**src/rtl/sub_bytes_iter_if.sv**
```systemverilog
// Handshake bundle for sub_bytes_iter: input state transfer, output state transfer and busy flag.
// slave is the block's view; master is the view of the upstream/downstream logic driving it.
interface sub_bytes_iter_if;
    logic         in_valid;
    logic         in_ready;
    logic [127:0] state_i;
    logic         out_valid;
    logic         out_ready;
    logic [127:0] state_o;
    logic         busy;

    modport slave (
        input  in_valid,
        input  state_i,
        input  out_ready,
        output in_ready,
        output out_valid,
        output state_o,
        output busy
    );

    modport master (
        output in_valid,
        output state_i,
        output out_ready,
        input  in_ready,
        input  out_valid,
        input  state_o,
        input  busy
    );
endinterface

```
**src/rtl/sub_bytes_iter.sv**
```systemverilog
// Iterative AES SubBytes: one 32-bit word per cycle through four shared forward S-box lanes.
// Define SUBBYTES_SBOX_REG_EN to register the S-box output before write-back (5-cycle latency).
module sub_bytes_iter (
    input  logic              clk,
    input  logic              rst,
    sub_bytes_iter_if.slave   bus
);

    typedef enum logic [1:0] {StIdle, StRun, StDone} state_t;

    state_t       r_state;
    logic [1:0]   r_cnt;
    logic [127:0] r_work;
    logic [127:0] r_out;

    logic [31:0]  w_rd_word;
    logic [31:0]  w_sbox_word;
    logic [1:0]   w_wb_idx;
    logic [31:0]  w_wb_word;
    logic         w_wb_en;
    logic         w_last;
    logic [127:0] w_work_nxt;

    function automatic logic [7:0] gf_mul(input logic [7:0] a, input logic [7:0] b);
        logic [7:0] p;
        logic [7:0] aa;
        p  = 8'h00;
        aa = a;
        for (int i = 0; i < 8; i++) begin
            if (b[i]) p = p ^ aa;
            aa = {aa[6:0], 1'b0} ^ (aa[7] ? 8'h1b : 8'h00);
        end
        return p;
    endfunction

    // x^254 = prod x^(2^i), i=1..7; yields 0 for x=0.
    function automatic logic [7:0] gf_inv(input logic [7:0] a);
        logic [7:0] p;
        logic [7:0] r;
        p = a;
        r = 8'h01;
        for (int i = 1; i < 8; i++) begin
            p = gf_mul(p, p);
            r = gf_mul(r, p);
        end
        return r;
    endfunction

    function automatic logic [7:0] sbox(input logic [7:0] a);
        logic [7:0] v;
        v = gf_inv(a);
        return v ^ {v[6:0], v[7]} ^ {v[5:0], v[7:6]} ^ {v[4:0], v[7:5]} ^ {v[3:0], v[7:4]}
               ^ 8'h63;
    endfunction

    always_comb begin
        w_sbox_word = '0;
        w_rd_word   = r_work[{r_cnt, 5'd0} +: 32];
        for (int l = 0; l < 4; l++) begin
            w_sbox_word[8*l +: 8] = sbox(w_rd_word[8*l +: 8]);
        end
    end

`ifdef SUBBYTES_SBOX_REG_EN
    logic [31:0] r_pipe;
    logic        r_drain;

    // Write-back trails issue by one cycle; the drain cycle retires word 3.
    assign w_wb_idx  = r_cnt - 2'd1;
    assign w_wb_word = r_pipe;
    assign w_wb_en   = (r_cnt != 2'd0) || r_drain;
    assign w_last    = r_drain;
`else
    assign w_wb_idx  = r_cnt;
    assign w_wb_word = w_sbox_word;
    assign w_wb_en   = 1'b1;
    assign w_last    = (r_cnt == 2'd3);
`endif

    always_comb begin
        w_work_nxt = r_work;
        if (w_wb_en) w_work_nxt[{w_wb_idx, 5'd0} +: 32] = w_wb_word;
    end

    always_ff @(posedge clk or posedge rst) begin
        if (rst) begin
            r_state <= StIdle;
            r_cnt   <= 2'd0;
            r_work  <= '0;
            r_out   <= '0;
`ifdef SUBBYTES_SBOX_REG_EN
            r_pipe  <= '0;
            r_drain <= 1'b0;
`endif
        end else begin
            case (r_state)
                StIdle: begin
                    if (bus.in_valid) begin
                        r_work  <= bus.state_i;
                        r_cnt   <= 2'd0;
                        r_state <= StRun;
                    end
                end
                StRun: begin
                    r_work <= w_work_nxt;
`ifdef SUBBYTES_SBOX_REG_EN
                    r_pipe <= w_sbox_word;
                    if (!r_drain) r_cnt <= r_cnt + 2'd1;
                    if (r_cnt == 2'd3) r_drain <= 1'b1;
                    if (w_last) r_drain <= 1'b0;
`else
                    r_cnt  <= r_cnt + 2'd1;
`endif
                    if (w_last) begin
                        r_out   <= w_work_nxt;
                        r_state <= StDone;
                    end
                end
                StDone: begin
                    // Output handshake; a simultaneous accept restarts without a bubble.
                    if (bus.out_ready) begin
                        if (bus.in_valid) begin
                            r_work  <= bus.state_i;
                            r_cnt   <= 2'd0;
                            r_state <= StRun;
                        end else begin
                            r_state <= StIdle;
                        end
                    end
                end
                default: r_state <= StIdle;
            endcase
        end
    end

    assign bus.in_ready  = (r_state == StIdle) || ((r_state == StDone) && bus.out_ready);
    assign bus.out_valid = (r_state == StDone);
    assign bus.busy      = (r_state == StRun);
    assign bus.state_o   = r_out;

endmodule

```
**src/flat_wrapper.sv**
```systemverilog
// flat-port wrapper written by rule: the top's interface ports become plain ports
module sub_bytes_iter_flat 
  (clk, rst, bus_in_valid, bus_state_i, bus_out_ready, bus_in_ready, bus_out_valid, bus_state_o, bus_busy);
  sub_bytes_iter_if bus_i ();
  input  logic clk;
  input  logic rst;
  input wire logic [$bits(bus_i.in_valid)-1:0] bus_in_valid;
  input wire logic [$bits(bus_i.state_i)-1:0] bus_state_i;
  input wire logic [$bits(bus_i.out_ready)-1:0] bus_out_ready;
  output wire logic [$bits(bus_i.in_ready)-1:0] bus_in_ready;
  output wire logic [$bits(bus_i.out_valid)-1:0] bus_out_valid;
  output wire logic [$bits(bus_i.state_o)-1:0] bus_state_o;
  output wire logic [$bits(bus_i.busy)-1:0] bus_busy;
  assign bus_i.in_valid = bus_in_valid;
  assign bus_i.state_i = bus_state_i;
  assign bus_i.out_ready = bus_out_ready;
  assign bus_in_ready = bus_i.in_ready;
  assign bus_out_valid = bus_i.out_valid;
  assign bus_state_o = bus_i.state_o;
  assign bus_busy = bus_i.busy;
  sub_bytes_iter u_core (.clk(clk), .rst(rst), .bus(bus_i));
endmodule
```
**config.mk**
```make
export PLATFORM = sky130hd
export DESIGN_NAME = sub_bytes_iter_flat
export DESIGN_NICKNAME = d
export VERILOG_FILES = /design/src/rtl/sub_bytes_iter_if.sv /design/src/rtl/sub_bytes_iter.sv /design/src/flat_wrapper.sv
export SDC_FILE = /design/constraint.sdc
export NUM_CORES = 2
export LEC_CHECK = 0
export CAP_MARGIN = 20
export CORE_ASPECT_RATIO = 1.1
export CORE_UTILIZATION = 28
export DETAILED_ROUTE_END_ITERATION = 10
export HOLD_SLACK_MARGIN = 0.03
export PLACE_DENSITY = 0.5
export SLEW_MARGIN = 40
export SYNTH_ARGS = -nofsm -noshare
export SYNTH_HDL_FRONTEND = slang
export SYNTH_SLANG_ARGS = --single-unit
```
**constraint.sdc**
```tcl
create_clock -name clk -period 17.9 [get_ports clk]
set_clock_uncertainty 0.15 [all_clocks]
set_input_delay 3.58 -clock clk [delete_from_list [all_inputs] [get_ports clk]]
set_output_delay 3.58 -clock clk [all_outputs]
set_load 0.02 [all_outputs]
```
==> impl_metrics.json <==
{
  "startpoint_type": "flip-flop",
  "antenna_found_initial": 15,
  "postRouteAntennaNets": 0,
  "crit_path_top_delay_cell": "mux4_2",
  "synth_top_family_by_area": "XOR/XNOR gates",
  "wire_per_inst_um": 22.4,
  "cts.clk_slew.worst_paths_ns": 0.07,
  "cp_max_fo": 16,
  "worst-endpoint-required_ns": 18.27,
  "max_slew_margin_pct": 39.0,
  "core_mm2": 0.246,
  "drt-total-wl_um": 284000,
  "multi_input_area_mm2": 0.0616,
  "postSynth.asyncResetShare_pct": 100,
  "cts_buffers": 30,
  "grt.total_usage_pct": 21.7,
  "maxSlewViolCount": 0,
  "grt_pass1_vias": 66100,
  "area_delta_synth_final_pct": 16.4,
  "min_period_ns": 17.11,
  "cts_max_level": 1,
  "period_share_pct": 95.6,
  "cap_violations": 0,
  "synth-adder-area-share_pct": 0.614,
  "worst_pin_slew_ns": 0.914,
  "synth-xor-area-share_pct": 40.4,
  "clk_path_buf_depth": 3,
  "status": "complete, no violations",
  "worstPathArrival_ns": 17.48,
  "cts.root.buffer_cell": "clkbuf_16",
  "fin_setup_tns_ns": 0,
  "layout_commonest_cell": "xnor2_1",
  "yosysWarnings": 0,
  "synth_area_per_cell_um2": 7.55,
  "remaining_drc_errors": 0,
  "ys.flop_type": "dfrtp_1",
  "hold_class": "flip-flop to flip-flop",
  "yosysUniqueCellTypes": 112,
  "synth_mux_area_share_pct": 4.80,
  "endpoint_kind": "flip-flop",
  "nets": 9544,
  "synth_simple_gate_area_share_pct": 20.1,
  "n_fill_cell": 26200,
  "synth_edf_count": 0,
  "cts_tree": "yes",
  "fp.dieArea_mm2": 0.250,
  "initial_core_util_pct": 28.2,
  "grt_max_degree": 96,
  "ios": 263,
  "vias": 68500,
  "cts.hold.buffers_added": 0,
  "synth_compound_gate_area_share_pct": 20.1,
  "synthCells": 9182,
  "drive_gt1_share_pct": 12.6,
  "cp-startpoint": "u_core.r_cnt[0]",
  "hpwl_um": 215000,
  "cts_sinks": 260,
  "finalHoldViolations": 0,
  "most-common-layout-cells": "1513 x xnor2_1, 1400 x nor2_1, 825 x nand2_1",
  "finalSetupViolCount": 0,
  "viasPerCell": 5.40,
  "gp_congestion": 0.970,
  "seq_area_mm2": 0.00651,
  "synth-seq-cells": 260,
  "insertion_delay_ns": 0.68,
  "fp-row-count": 191,
  "syn_nets": 9348,
  "overflow": 0,
  "critical_path.most_common_cell": "xnor2_1",
  "firstDrtPassIters": 6,
  "yosysSeqAreaShare_pct": 9.38,
  "fmax_mhz": 58.4,
  "crit_path_max_incr_delay_ns": 0.67,
  "port_buffers": 262,
  "grt_first_pass_wirelength_um": 426000,
  "min-delay-start": "u_core.bus.state_o[26]",
  "die_h_um": 524,
  "die_width_um": 476,
  "path_class": "flip-flop to flip-flop",
  "netlist_area_mm2": 0.0693,
  "drt_iter0_markers": 5532,
  "reg2reg_from": "u_core.r_cnt[0]"
}
area by class of cell:
type / instances / area share, %
Inverter: 134 / 0.642
Antenna cell: 11 / 0.0341
Sequential cell: 260 / 8.07
Clock inverter: 17 / 0.324
Clock buffer: 39 / 1.03
Multi-Input combinational cell: 8143 / 76.4
Tap cell: 3281 / 5.09
Timing Repair Buffer: 809 / 8.43
final timing paths:
| check | end | slack [ns] | cells after the start |
|---|---|---|---|
| setup / recovery | u_core.bus.state_o[110] | 0.79 | 58 |
| hold / removal | u_core.bus.state_o[26] | 0.34 | 2 |
| setup reg to reg | u_core.bus.state_o[110] | 0.79 | 58 |
| hold reg to reg | u_core.bus.state_o[26] | 0.34 | 2 |
| max in group asynchronous | u_core.r_work[52] | 12.39 | 4 |
| min in group asynchronous | u_core.bus.state_o[75] | 3.45 | 2 |
routing by layer:
layer  track usage, %  part of all wire, %
met1             27.0                   41
met2             37.3                   48
met3             1.74                  4.6
met4             11.7                  6.1
met5                0                0.024
logic make-up after synthesis:
kind of cell,after synthesis
adder cells (fa/ha/maj),34
flip-flops,260
multiplexers,285
XOR/XNOR,2521
buffers and inverters,779
AO/OA/AOI/OAI,2121
AND/OR/NAND/NOR,3182
state kept, by name (all words and copies together) (netlist names):
name	count
u_core.bus.state_o	128
u_core.r_cnt	2
u_core.r_state	2
u_core.r_work	128
critical path: cells and delay by family, from the launching register on:
kind            cells  cell delay [ns]
fa+ha+maj           2             0.76
xor+xnor           36            11.02
simple gates        5             0.57
mux                 3             1.20
flops               1             0.58
buf+inv             5             0.84
compound gates      7             1.78
Yosys cell counts, drive strengths merged (200+ instances only):
cell,count,share of area [%]
xor2,433,5.7
clkbuf,470,2.5
nand2,838,4.5
o21ai,460,3.3
dfrtp,260,9.4
nor3,224,1.7
a21oi,545,3.9
xnor3,295,9.6
mux2i,205,3.0
nand3,200,1.4
xnor2,1754,24
nor2,1414,7.7
what timing repair did:
action | 4_1_cts | 5_1_grt
endpoints found under the setup margin | 108 | 256
gates resized for setup | 15 | 170
pin swaps | 1 | 22
buffers inserted | 2 | 46
metrics by stage:
step / hold slack, ns / worst slack [ns] / utilization (%) / instance area [um2] / std cells
after detailed placement: 0.325 / -0.301 / 31.7 / 77900 / 12600
after global routing: 0.358 / -0.0639 / 32.8 / 80700 / 12700
after floorplan: 0.318 / 0.587 / - / 69300 / 9182
after global placement: 0.317 / -0.508 / 31.5 / 77500 / 12600
after CTS: 0.344 / 0.0364 / 32.2 / 79200 / 12600
final: 0.341 / 0.788 / 32.8 / 80700 / 12700
Power is left out: the tool's default activity adds up to more than one toggle a clock period on the data nets, which glitch-free logic cannot reach.
